**config.mk**
```make
export PLATFORM = sky130hd
export DESIGN_NAME = stage_c_execute
export DESIGN_NICKNAME = d
export VERILOG_FILES = /design/src/rtl/stage_c_execute.sv
export SDC_FILE = /design/constraint.sdc
export NUM_CORES = 1
export LEC_CHECK = 0
export ABC_AREA = 1
export CAP_MARGIN = 25
export CORE_MARGIN = 2
export CORE_UTILIZATION = 45
export DETAILED_ROUTE_END_ITERATION = 6
export DONT_BUFFER_PORTS = 1
export SLEW_MARGIN = 20
export SYNTH_ARGS = -nofsm -noshare
export SYNTH_HDL_FRONTEND = slang
export SYNTH_SLANG_ARGS = --single-unit
```
**constraint.sdc**
```tcl
create_clock -name clk -period 2.09 [get_ports clk]
set_input_delay 0.209 -clock clk [delete_from_list [all_inputs] [get_ports clk]]
set_output_delay 0.209 -clock clk [all_outputs]
set_load 0.03 [all_outputs]
```
**src/rtl/stage_c_execute.sv**
```systemverilog
// -----------------------------------------------------------------------------
// stage_c_execute -- execute stage of the bfcpu2 pipeline (feeds writeback).
//
// Takes a decoded operation, its data pointer and the operand cell fetched by
// the memory-read stage. It computes the new cell value (increment, decrement,
// pass-through or console input), drives the console I/O handshakes, and hands
// {operation, dp, dq} to writeback through a single registered valid/ack slice.
// The stage stalls on console I/O and on downstream back-pressure.
//
// Optional feature macro: STAGE_C_FORWARD_EN
//   defined   : a result still in the output slot is forwarded as the operand
//               when the next op targets the same cell, so there is no stall.
//   undefined : an op targeting the cell held in the output slot is stalled
//               (ack=0) until that result drains to writeback.
//
// Ports
//   clk           in   rising-edge clock
//   reset         in   asynchronous, active-low reset
//   operation_in  in   decoded op from memory-read stage
//   dp_in         in   data pointer belonging to operation_in
//   data_in       in   cell value at dp_in
//   drdy_in       in   upstream valid
//   ack           out  upstream accept (combinational)
//   operation     out  op to writeback (registered)
//   dp            out  pointer to writeback (registered)
//   dq            out  result cell value (registered)
//   drdy          out  downstream valid (registered)
//   ack_in        in   downstream accept
//   in_data       in   console input byte
//   in_valid      in   console input available
//   in_ack        out  one-cycle pulse: in_data consumed (registered)
//   out_data      out  console output byte (registered)
//   out_valid     out  console output pending (registered)
//   out_ack       in   console accepted out_data
// -----------------------------------------------------------------------------

// Opcode encoding shared with the rest of the bfcpu2 pipeline. Guarded so a
// project-wide definition takes precedence.
`ifndef OPCODE_MSB
  `define OPCODE_MSB 3
`endif
`ifndef OP_NOP
  `define OP_NOP  4'd0
`endif
`ifndef OP_INC
  `define OP_INC  4'd1
`endif
`ifndef OP_DEC
  `define OP_DEC  4'd2
`endif
`ifndef OP_PINC
  `define OP_PINC 4'd3
`endif
`ifndef OP_PDEC
  `define OP_PDEC 4'd4
`endif
`ifndef OP_IN
  `define OP_IN   4'd5
`endif
`ifndef OP_OUT
  `define OP_OUT  4'd6
`endif
`ifndef OP_JZ
  `define OP_JZ   4'd7
`endif
`ifndef OP_JNZ
  `define OP_JNZ  4'd8
`endif

module stage_c_execute #(
  parameter int A_WIDTH = 12,
  parameter int D_WIDTH = 8
) (
  input  logic                 clk,
  input  logic                 reset,
  // upstream (memory-read stage)
  input  logic [`OPCODE_MSB:0] operation_in,
  input  logic [A_WIDTH-1:0]   dp_in,
  input  logic [D_WIDTH-1:0]   data_in,
  input  logic                 drdy_in,
  output logic                 ack,
  // downstream (writeback stage)
  output logic [`OPCODE_MSB:0] operation,
  output logic [A_WIDTH-1:0]   dp,
  output logic [D_WIDTH-1:0]   dq,
  output logic                 drdy,
  input  logic                 ack_in,
  // console input
  input  logic [D_WIDTH-1:0]   in_data,
  input  logic                 in_valid,
  output logic                 in_ack,
  // console output
  output logic [D_WIDTH-1:0]   out_data,
  output logic                 out_valid,
  input  logic                 out_ack
);

  typedef enum logic [1:0] {
    RUN      = 2'd0,
    WAIT_IN  = 2'd1,
    WAIT_OUT = 2'd2
  } state_t;

  state_t             state;
  logic [D_WIDTH-1:0] operand;
  logic               hazard;
  logic               up_xfer;
  logic               dn_xfer;

  // NOTE: every signal driven in always_comb gets a value on every path
  // (defaults first) so no latch is inferred.
  always_comb begin
    operand = data_in;
    hazard  = 1'b0;
`ifdef STAGE_C_FORWARD_EN
    // The slot still holds the newest value of this cell; writeback has not
    // stored it yet, so memory-read handed us a stale copy.
    if (drdy && (dp_in == dp)) operand = dq;
`else
    hazard = drdy && (dp_in == dp);
`endif
    // Accept only when the slot is free or draining this edge; this also
    // guarantees the slot is empty on entry to the I/O wait states.
    ack = (state == RUN) && (!drdy || ack_in) && !hazard;
  end

  assign up_xfer = drdy_in && ack;
  assign dn_xfer = drdy && ack_in;

  // NOTE: sequential state uses non-blocking (<=) assignments only, so every
  // register samples the pre-edge values regardless of statement order.
  always_ff @(posedge clk or negedge reset) begin
    if (!reset) begin
      state     <= RUN;
      operation <= '0;
      dp        <= '0;
      dq        <= '0;
      drdy      <= 1'b0;
      in_ack    <= 1'b0;
      out_data  <= '0;
      out_valid <= 1'b0;
    end else begin
      in_ack <= 1'b0;  // pulse: only set on the capture edge below
      case (state)
        RUN: begin
          if (up_xfer) begin
            operation <= operation_in;
            dp        <= dp_in;
            case (operation_in)
              `OP_INC: begin
                dq   <= operand + 1'b1;
                drdy <= 1'b1;
              end
              `OP_DEC: begin
                dq   <= operand - 1'b1;
                drdy <= 1'b1;
              end
              `OP_IN: begin
                drdy  <= 1'b0;
                state <= WAIT_IN;
              end
              `OP_OUT: begin
                // out_data doubles as the saved operand for the later dq load.
                out_data  <= operand;
                out_valid <= 1'b1;
                drdy      <= 1'b0;
                state     <= WAIT_OUT;
              end
              default: begin
                dq   <= operand;
                drdy <= 1'b1;
              end
            endcase
          end else if (dn_xfer) begin
            drdy <= 1'b0;
          end
        end

        WAIT_IN: begin
          if (in_valid) begin
            dq     <= in_data;
            in_ack <= 1'b1;
            drdy   <= 1'b1;
            state  <= RUN;
          end
        end

        WAIT_OUT: begin
          if (out_ack) begin
            out_valid <= 1'b0;
            dq        <= out_data;
            drdy      <= 1'b1;
            state     <= RUN;
          end
        end

        default: state <= RUN;
      endcase
    end
  end

endmodule

```
==> results.md, run 1 <==
Status:
- The flow ran to the end, and the final reports show no timing, DRC or antenna violations.

Global routing:
- The first global-routing pass estimated 10,090 um of wire.
- In the global route stage, overall resource usage came out at 0.2128.
- The number of global-route vias before repair is 2,124.
- The number of antenna violations at the first check in global routing is 0.
- The pin count of the biggest net entering global routing is 38.
- The remaining global-route overflow is 0.

Place:
- The final weighted congestion in routability-driven placement is 0.8855.
- Buffers placed on the I/O ports in this run total 0.
- Summing all placed instances gives a cell area of 2628 um^2.
- The pre-CTS worst setup slack is 0.1664 ns.
- The HPWL reported at the end of detailed placement is 4822 um.

Layout:
- For this run, the post-layout net count is 416.
- The fraction of final layout cells with drive strength greater than 1 is 0.1421.
- Compared with the post-synthesis result, the final layout area differs by 12.10%.
- The number of diodes added for antenna fixing is 0.
- With fillers left out, the area of the finished cells amounts to about 2700 um^2.

Synth:
- Ranked by instance count, the synthesized netlist is headed by nand2_1 (125), inv_1 (48), dfrtp_1 (37).
- Yosys attributes the largest share of cell area to dfrtp_1 (38%), nand2_1 (19%), inv_1 (7.4%).
- The sequential cell area fraction in the yosys report is 0.3779.
- The count of yosys warnings during synthesis is 0.
- The most used flip-flop cell after synthesis is dfrtp_1.
- The net count after synthesis is between 300 and 400.
- Of the post-synthesis cell area, the dominant cell type holds 0.3779.
- Counting flops and latches in the post-synthesis netlist gives 37.
- Summed over all instances, the cell type with the most area after synthesis is dfrtp_1.
- Synthesis produced a netlist whose cell count is 353.
- A synthesized cell averages ~6.9 um^2.
- The cell with the most instances after synthesis is nand2_1.
- Summing every instance area after synthesis gives 2450 um^2.
- The number of enable-type register cells in the synthesized netlist is 0.
- In this run, distinct cell masters in the synthesized netlist total 34.
- For this run, asynchronously set or reset flops after synthesis account for 1.000.

Die:
- The core region area is 5172 um^2.
- The number of primary I/O pins is 74.
- The die boundary width is 77.79 um.
- The area of the die is 6051 um^2.
- The die outline height is 77.79 um.
- The initial utilization of the core area, before any placement, comes to 0.4736.
- After floorplanning, the core was divided into 26 placement rows.

Worst setup path:
- The maximum cell stage delay along the critical path is 0.40 ns.
- The number of buffers and inverters on the critical path is 3.
- The worst setup path is of the register to register kind.
- STA classifies the critical path endpoint as a register.
- The cell that appears most often on the critical path is inv_1.
- The signal on the critical path passes through inv_1 -> ha_1 -> inv_2 -> nor2_1 -> inv_1 -> o21ai_0 -> nor2_2 -> a21boi_2 -> nand3_1 -> nand2_1.
- The endpoint arrival time on the critical path is 2.12 ns.
- The maximum fanout encountered on the critical timing path is 7.
- The highest-delay cell along the critical path is dfrtp_1.
- The launching element type of the critical path is a register.
- Broken down by cell family, the worst path's largest delay share belongs to compound AO/OA/AOI/OAI gates.
- The data required time of the worst path is approximately 2.3 ns.

CTS:
- The number of clock buffers added by TritonCTS is 5.
- The clock latency of the later-clocked register in the worst-skew pair is 0.29 ns.
- The CTS sink count is 37.
- The root buffer cell is clkbuf_8.
- The clock tree from TritonCTS is built.
- The clock passes through at most 2 buffers.
- CTS built an H-tree with a depth of 2.
- Clock-pin slew was measured on the worst setup and hold paths at 0.08 ns.

Drt:
- After detailed routing, the average wire length per cell comes to roughly 14 um.
- The overall via count from detail_route is 2,183.
- For this run, design rule violations remaining after detail routing come to 0.
- The initial detailed-routing violation count is 92.
- Once detail routing completed, the nets flagged for antenna violations numbered 0.
- Using the TritonRoute via totals, the vias-per-cell ratio works out to 4.928.
- The sum of routed wire length over all layers is roughly 6100 um.
- Before antenna repair, the detailed router went through 5 iterations.

STA:
- The worst slack on hold paths is 0.03187 ns.
- Setup repair after global routing left no endpoint under its margin.
- Measured against its own limit, the worst slew margin works out to 0.7069.
- The setup TNS after final layout is 0 ns.
- The post-route fraction of the period consumed by the critical path is 0.9038.
- The count of endpoints failing setup in the final report is 0.
- The final number of hold-violating endpoints is 0.
- After layout, the worst setup slack is 0.2011 ns.
- The peak clock frequency supported by timing is 529.4 MHz.
- The max-slew violation count is 0.
- For the finished layout, the period the worst path requires is 1.889 ns.
- The worst-margin pin slew is 0.4391 ns.
- Between clock sinks in the finished design, the worst skew comes to 0.008575 ns.

Worst hold path:
- The min-delay analysis places its worst path in the category primary input to register.

Run:
- Max-cap violations in this run came to 0.

Pwr:
- The worst-case IR drop observed on VDD is approximately 0.74 mV.
- After layout, the design draws a total of around 4.3 mW.
- The power density normalized to cell area is 1558 nW/um^2.
- Summed over all cells, the static leakage comes to 1.465 nW.
state kept, by name, indices dropped and copies added (netlist names):
name	cells
state	2
operation	4
out_data	8
drdy	1
dq	8
dp	12
in_ack	1
out_valid	1
per-stage QoR:
stage                     cells    util
after detailed placement    433  0.5080
after floorplan             353       -
final                       443  0.5310
after global routing        443  0.5310
after CTS                   443  0.5305
after global placement      433  0.5080
worst register-to-register path, delay by kind of cell (launching register included):
family,cells,cell delay [ns]
AO/OA/AOI/OAI,2,0.44
adder cells (fa/ha/maj),1,0.31
buffers and inverters,3,0.27
flip-flops,1,0.40
AND/OR/NAND/NOR,4,0.41
cells by family (layout without fill, tap and decap cells):
kind of cell	count (synthesis)	after routing	share of synthesized area
compound gates	54	54	0.1272
xor+xnor	6	6	0.02145
mux	4	4	0.01838
flops	37	37	0.3779
buf+inv	59	79	0.09346
fa+ha+maj	6	6	0.03064
simple gates	187	187	0.3309
cell type report:
cell class              instances  area [um^2]
clock buffers                   5        68.82
well taps                      70        87.58
inverters                      53        198.9
flip-flops and latches         37        925.9
multi-input cells             257         1297
clock inverters                 3        17.52
repair buffers                 18        150.1
fillers                       505         2426
layout by cell type, fill, tap and decap left out, types with 2 or more instances in the layout:
cell type | netlist | routed
nand2_1 | 125 | 125
inv_1 | 48 | 48
dfrtp_1 | 37 | 37
o21ai_0 | 28 | 28
nand3_1 | 21 | 21
nor2_1 | 18 | 17
buf_4 | 1 | 16
nand2_2 | 10 | 10
a21oi_1 | 10 | 10
ha_1 | 6 | 6
inv_2 | 5 | 5
nor2_2 | 4 | 5
clkbuf_8 | 0 | 5
xnor2_1 | 4 | 4
o21ai_1 | 4 | 4
nor2_4 | 3 | 3
a221oi_1 | 3 | 3
mux2_1 | 3 | 3
xor2_1 | 2 | 2
nand4_1 | 2 | 2
o21a_1 | 2 | 2
clkinv_2 | 0 | 2
what timing repair did:
item	in CTS	in global routing
hold endpoints to repair	37	0
setup buffers	0	0
hold buffers	2	0
endpoints found under the setup margin	0	4
resized for setup	0	1
path summary, 6_finish.rpt:
check / from / end / slack (ns) / depth (start not counted)
setup / recovery: state[0] / dq[6] / 0.20 / 10
max in group asynchronous: reset / dq[3] / 1.50 / 2
setup reg to reg: state[0] / dq[6] / 0.20 / 10
hold / removal: data_in[3] / out_data[3] / 0.03 / 2
hold reg to reg: state[1] / state[1] / 0.54 / 2
min in group asynchronous: reset / dp[7] / 0.38 / 2
layer usage:
| layer | wire, um | vias up | share of wire | global-route usage |
|---|---|---|---|---|
| li1 | - | 1140 | - | - |
| met2 | 2739 | 56 | 0.45 | 0.3405 |
| met3 | 419 | 13 | 0.069 | 0.05930 |
| met4 | 117 | 0 | 0.019 | 0.07857 |
| met5 | 0 | - | 0 | 0 |
| met1 | 2803 | 974 | 0.46 | 0.2731 |
report_power, final:
group / internal, mW / switching [mW] / total [mW]
registers: 1.06 / 0.689 / 1.75
clock network: 0.230 / 0.264 / 0.494
logic: 0.741 / 1.30 / 2.04
total: 2.03 / 2.25 / 4.28
No activity file was read; power rests on OpenSTA's default activity.
==> run 2: changes to the inputs <==
Settings changed: TNS_END_PERCENT from default to 100.
==> results of run 2 <==
Final layout, timing and power as in run 1 (identical DEF).
==> run 3: changes to the inputs <==
Settings changed: ABC_AREA 1 to 0.
==> run 3 against run 2 <==
Register-to-register slack worse by 0.12 ns. Critical path depth is 1 lower. Count of clock-buffer cells in the layout is 2 higher. Clock power is 30% higher. Largest cell class unchanged. Combinational power is 3% higher. Maximum frequency is 7.2% lower. Critical path type is now primary input to register. Sequential share of layout area is 0.59 points higher. Highest routed layer unchanged. Flip-flop and latch count stayed put.
==> results.md, run 3 <==
Status:
- The flow ran to the end, and the final reports show no timing, DRC or antenna violations.

Synth:
- Of the synthesized area, sequential elements account for 0.4164.
- The cell count after synthesis came out at 208.
- The distinct cell type count of the synthesized netlist is 47.
- The most used flip-flop cell after synthesis is dfrtp_1.
- The flip-flop and latch count after synthesis is 37.
- Dividing the synthesized area by the synthesized cell count gives 10.69 um^2.
- The largest area contributor in the netlist is dfrtp_1.
- In the synthesized netlist, the cells that appear most often are dfrtp_1 (37), mux2_2 (32), nand2_1 (17), xnor2_1 (17).
- The area share of the largest cell type after synthesis is 0.4164.
- By area the synthesized netlist is led by dfrtp_1 (42%), mux2_2 (16%), xnor2_1 (6.7%).
- The area of the mapped netlist is 2223 um^2.
- The number of enable-type register cells in the synthesized netlist is 0.
- The fraction of registers with async set/reset is 1.000.
- The count of yosys warnings during synthesis is 0.
- The net count after synthesis is 252.
- By instance count, the leading cell after synthesis is dfrtp_1.

Die:
- The row count is 25.
- The die boundary width is roughly 74 um.
- Pin placement for this block handled 74 I/O pins.
- In this run the vertical extent of the chip is between 70 and 80 um.
- The core region area is between 4000 and 5000 um^2.
- The floorplan step defined a die boundary enclosing between 5000 and 6000 um^2.
- The starting density of the core is 0.4676.

Layout:
- In the layout the commonest cells are dfrtp_1 (37), buf_4 (25), mux2_2 (24).
- The fraction of the core area covered by cells at the end of the flow is 0.5676.
- The number of flip-flops in the largest register is 12.
- The fraction of final layout cells with drive strength greater than 1 is 0.3447.
- With fillers left out, the area of the finished cells amounts to 2699 um^2.
- More flip-flops sit in one register than any other, and that register is dp.
- The number of non-filler instances in the completed layout is 302.
- Compared with the post-synthesis result, the final layout area differs by 21.38%.
- The number of diodes added for antenna fixing is 0.
- The most common cell after layout, fill and taps aside is dfrtp_1.
- The post-layout net count is 278.
- The largest registers in the layout are dp x12, dq x8, out_data x8.

CTS:
- The CTS buffer count is 5.
- The H-tree was split into 2 levels.
- Clock tree synthesis selected as its root buffer the cell clkbuf_8.
- The clock tree from TritonCTS is built.
- The clock passes through at most 2 buffers.
- The clock latency of the later-clocked register in the worst-skew pair is 0.29 ns.
- After clock tree synthesis, the clock-pin slew on the worst setup and hold paths is ~0.070 ns.
- The tree built by TritonCTS fans out to 37 sinks.

Worst hold path:
- For hold timing, the worst endpoint is in_ack.
- Along the worst hold path, the cell count comes to 1.
- The startpoint identified for the worst hold timing path is in_valid.
- The class of the most critical hold timing path is primary input to register.

Drt:
- The number of iterations in the first detailed-routing pass is 4.
- The sum of routed wire length over all layers is ~5200 um.
- The remaining antenna violation count after routing is 0.
- Using the TritonRoute via totals, the vias-per-cell ratio works out to 5.722.
- In the final routed layout, each cell accounts on average for roughly 17 um.
- In the routed design, unresolved DRC markers number 0.
- After the first detailed-routing iteration, the DRC count stood at 43.
- The overall via count from detail_route is around 1,700.

Pwr:
- The reported leakage power is 1.157 nW.
- The highest ir drop seen on vdd is 0.8354 mV.
- In this run the power density over the cells is around 1700 nW/um^2.
- The overall power after layout is 4.458 mW.

Worst setup path:
- Data on the critical path arrives at its endpoint at 2.21 ns.
- The number of cells on the worst reg-to-reg path is 7.
- The worst setup path is launched from a primary input.
- The element type at the critical path end is a register.
- In this run the critical register-to-register path is captured at dq[2].
- The critical path is of the primary input to register type.
- For flop-to-flop paths, the worst setup slack is 0.08 ns.
- The worst reg2reg path startpoint is dp[11].
- The data required time of the worst path is roughly 2.3 ns.
- The maximum fanout encountered on the critical timing path is 4.

Place:
- The cell count after placement is between 200 and 300.
- During placement, the flow inserted port buffers numbering 0.
- Routability-driven placement finished with a final weighted congestion of slightly above 0.8.
- Summed over all nets, the half-perimeter wirelength after detailed placement is 3991 um.
- The total cell area at the placement stage is between 2000 and 2500 um^2.

Global routing:
- The number of global-route vias before repair is roughly 1,800.
- The first global-routing pass estimated 8376 um of wire.
- Entering global routing, the biggest net connects 38 pins.
- The number of antenna violations at the first check in global routing is 0.
- The remaining global-route overflow is 0.
- For this run, the total global-route usage over all layers was measured as 0.2011.

STA:
- The post-layout minimum cycle time is 2.036 ns.
- The max-slew violation count was 0.
- The setup TNS after final layout is 0 ns.
- Setup repair after global routing could not meet its margin everywhere.
- The final number of hold-violating endpoints is 0.
- At the pin with the least slew margin, the transition time is approximately 0.53 ns.
- The peak clock frequency supported by timing is 491.2 MHz.
- The post-route fraction of the period consumed by the critical path is 0.9740.
- Setup violations remaining at the end of the flow were counted as 0.
- The clock skew after layout is 0.007006 ns.
- The headroom to the max-slew limit is 0.6428.

Run:
- The max-cap check violation count is 0.
[run 3: cell types whose count changed after synthesis, moves of 13 or more]
cell     delta
inv_1      -40
mux2_2     +31
nand2_1   -108
nand3_1    -16
o21ai_0    -24
xnor2_1    +13
[run 3: final cells by class]
| type | count | area [um^2] |
|---|---|---|
| inverters | 9 | 33.78 |
| fillers | 427 | 2056 |
| clock inverters | 1 | 30.03 |
| multi-input cells | 152 | 1281 |
| well taps | 67 | 83.83 |
| repair buffers | 29 | 257.7 |
| clock buffers | 7 | 86.33 |
| flip-flops and latches | 37 | 925.9 |
[run 3: critical path, stage by stage]
cell and delay [ns]:
or4b_4 0.56, inv_2 0.10, ha_4 0.14, a41o_1 0.17, nand3_1 0.10, o22a_1 0.23, o21a_1 0.17, o31a_1 0.27
mux2_4 0.26
[run 3: how the worst max path moves through the flow]
stage	start	end	slack (ns)	cells past startpoint
6_report	operation_in[0]	dq[7]	0.05	9
5_1_grt	dp[2]	dq[1]	-0.07	7
4_1_cts	dp[7]	dq[2]	0.06	7
3_5_place_dp	operation_in[0]	dq[7]	-0.24	9
3_3_place_gp	operation_in[0]	dq[7]	-0.22	9
2_1_floorplan	operation_in[0]	dq[6]	-0.25	10
[run 3: logic make-up after synthesis]
| family | synth area share |
|---|---|
| compound gates | 0.1626 |
| simple gates | 0.1086 |
| flops | 0.4164 |
| mux | 0.1711 |
| buf+inv | 0.03658 |
| xor+xnor | 0.07091 |
| fa+ha+maj | 0.03376 |
[run 3: where the power goes]
part | internal (mW) | total, mW | switching [mW]
clock network | 0.389 | 0.644 | 0.255
registers | 1.06 | 1.71 | 0.653
logic | 1.09 | 2.10 | 1.01
[run 3: metrics by stage]
step	setup WS, ns	hold WS, ns
2_1_floorplan	-0.2528	-0.08659
3_3_place_gp	-0.2204	-0.08575
3_5_place_dp	-0.2357	-0.08581
4_1_cts	0.05884	0.05401
5_1_grt	-0.06703	0.04469
6_report	0.05435	0.06189
[run 3: repair_timing]
| item | CTS | global route |
|---|---|---|
| endpoints found under the setup margin | 0 | 17 |
| hold buffers | 2 | 0 |
| hold endpoints to repair | 37 | 0 |
| resized for setup | 0 | 9 |
| buffers inserted | 0 | 3 |
[run 3: metal layers]
layer / GRT usage / share of wire
met1: 0.2065 / 0.37
met2: 0.3829 / 0.53
met3: 0.05827 / 0.077
met4: 0.07738 / 0.022
met5: 0 / 0
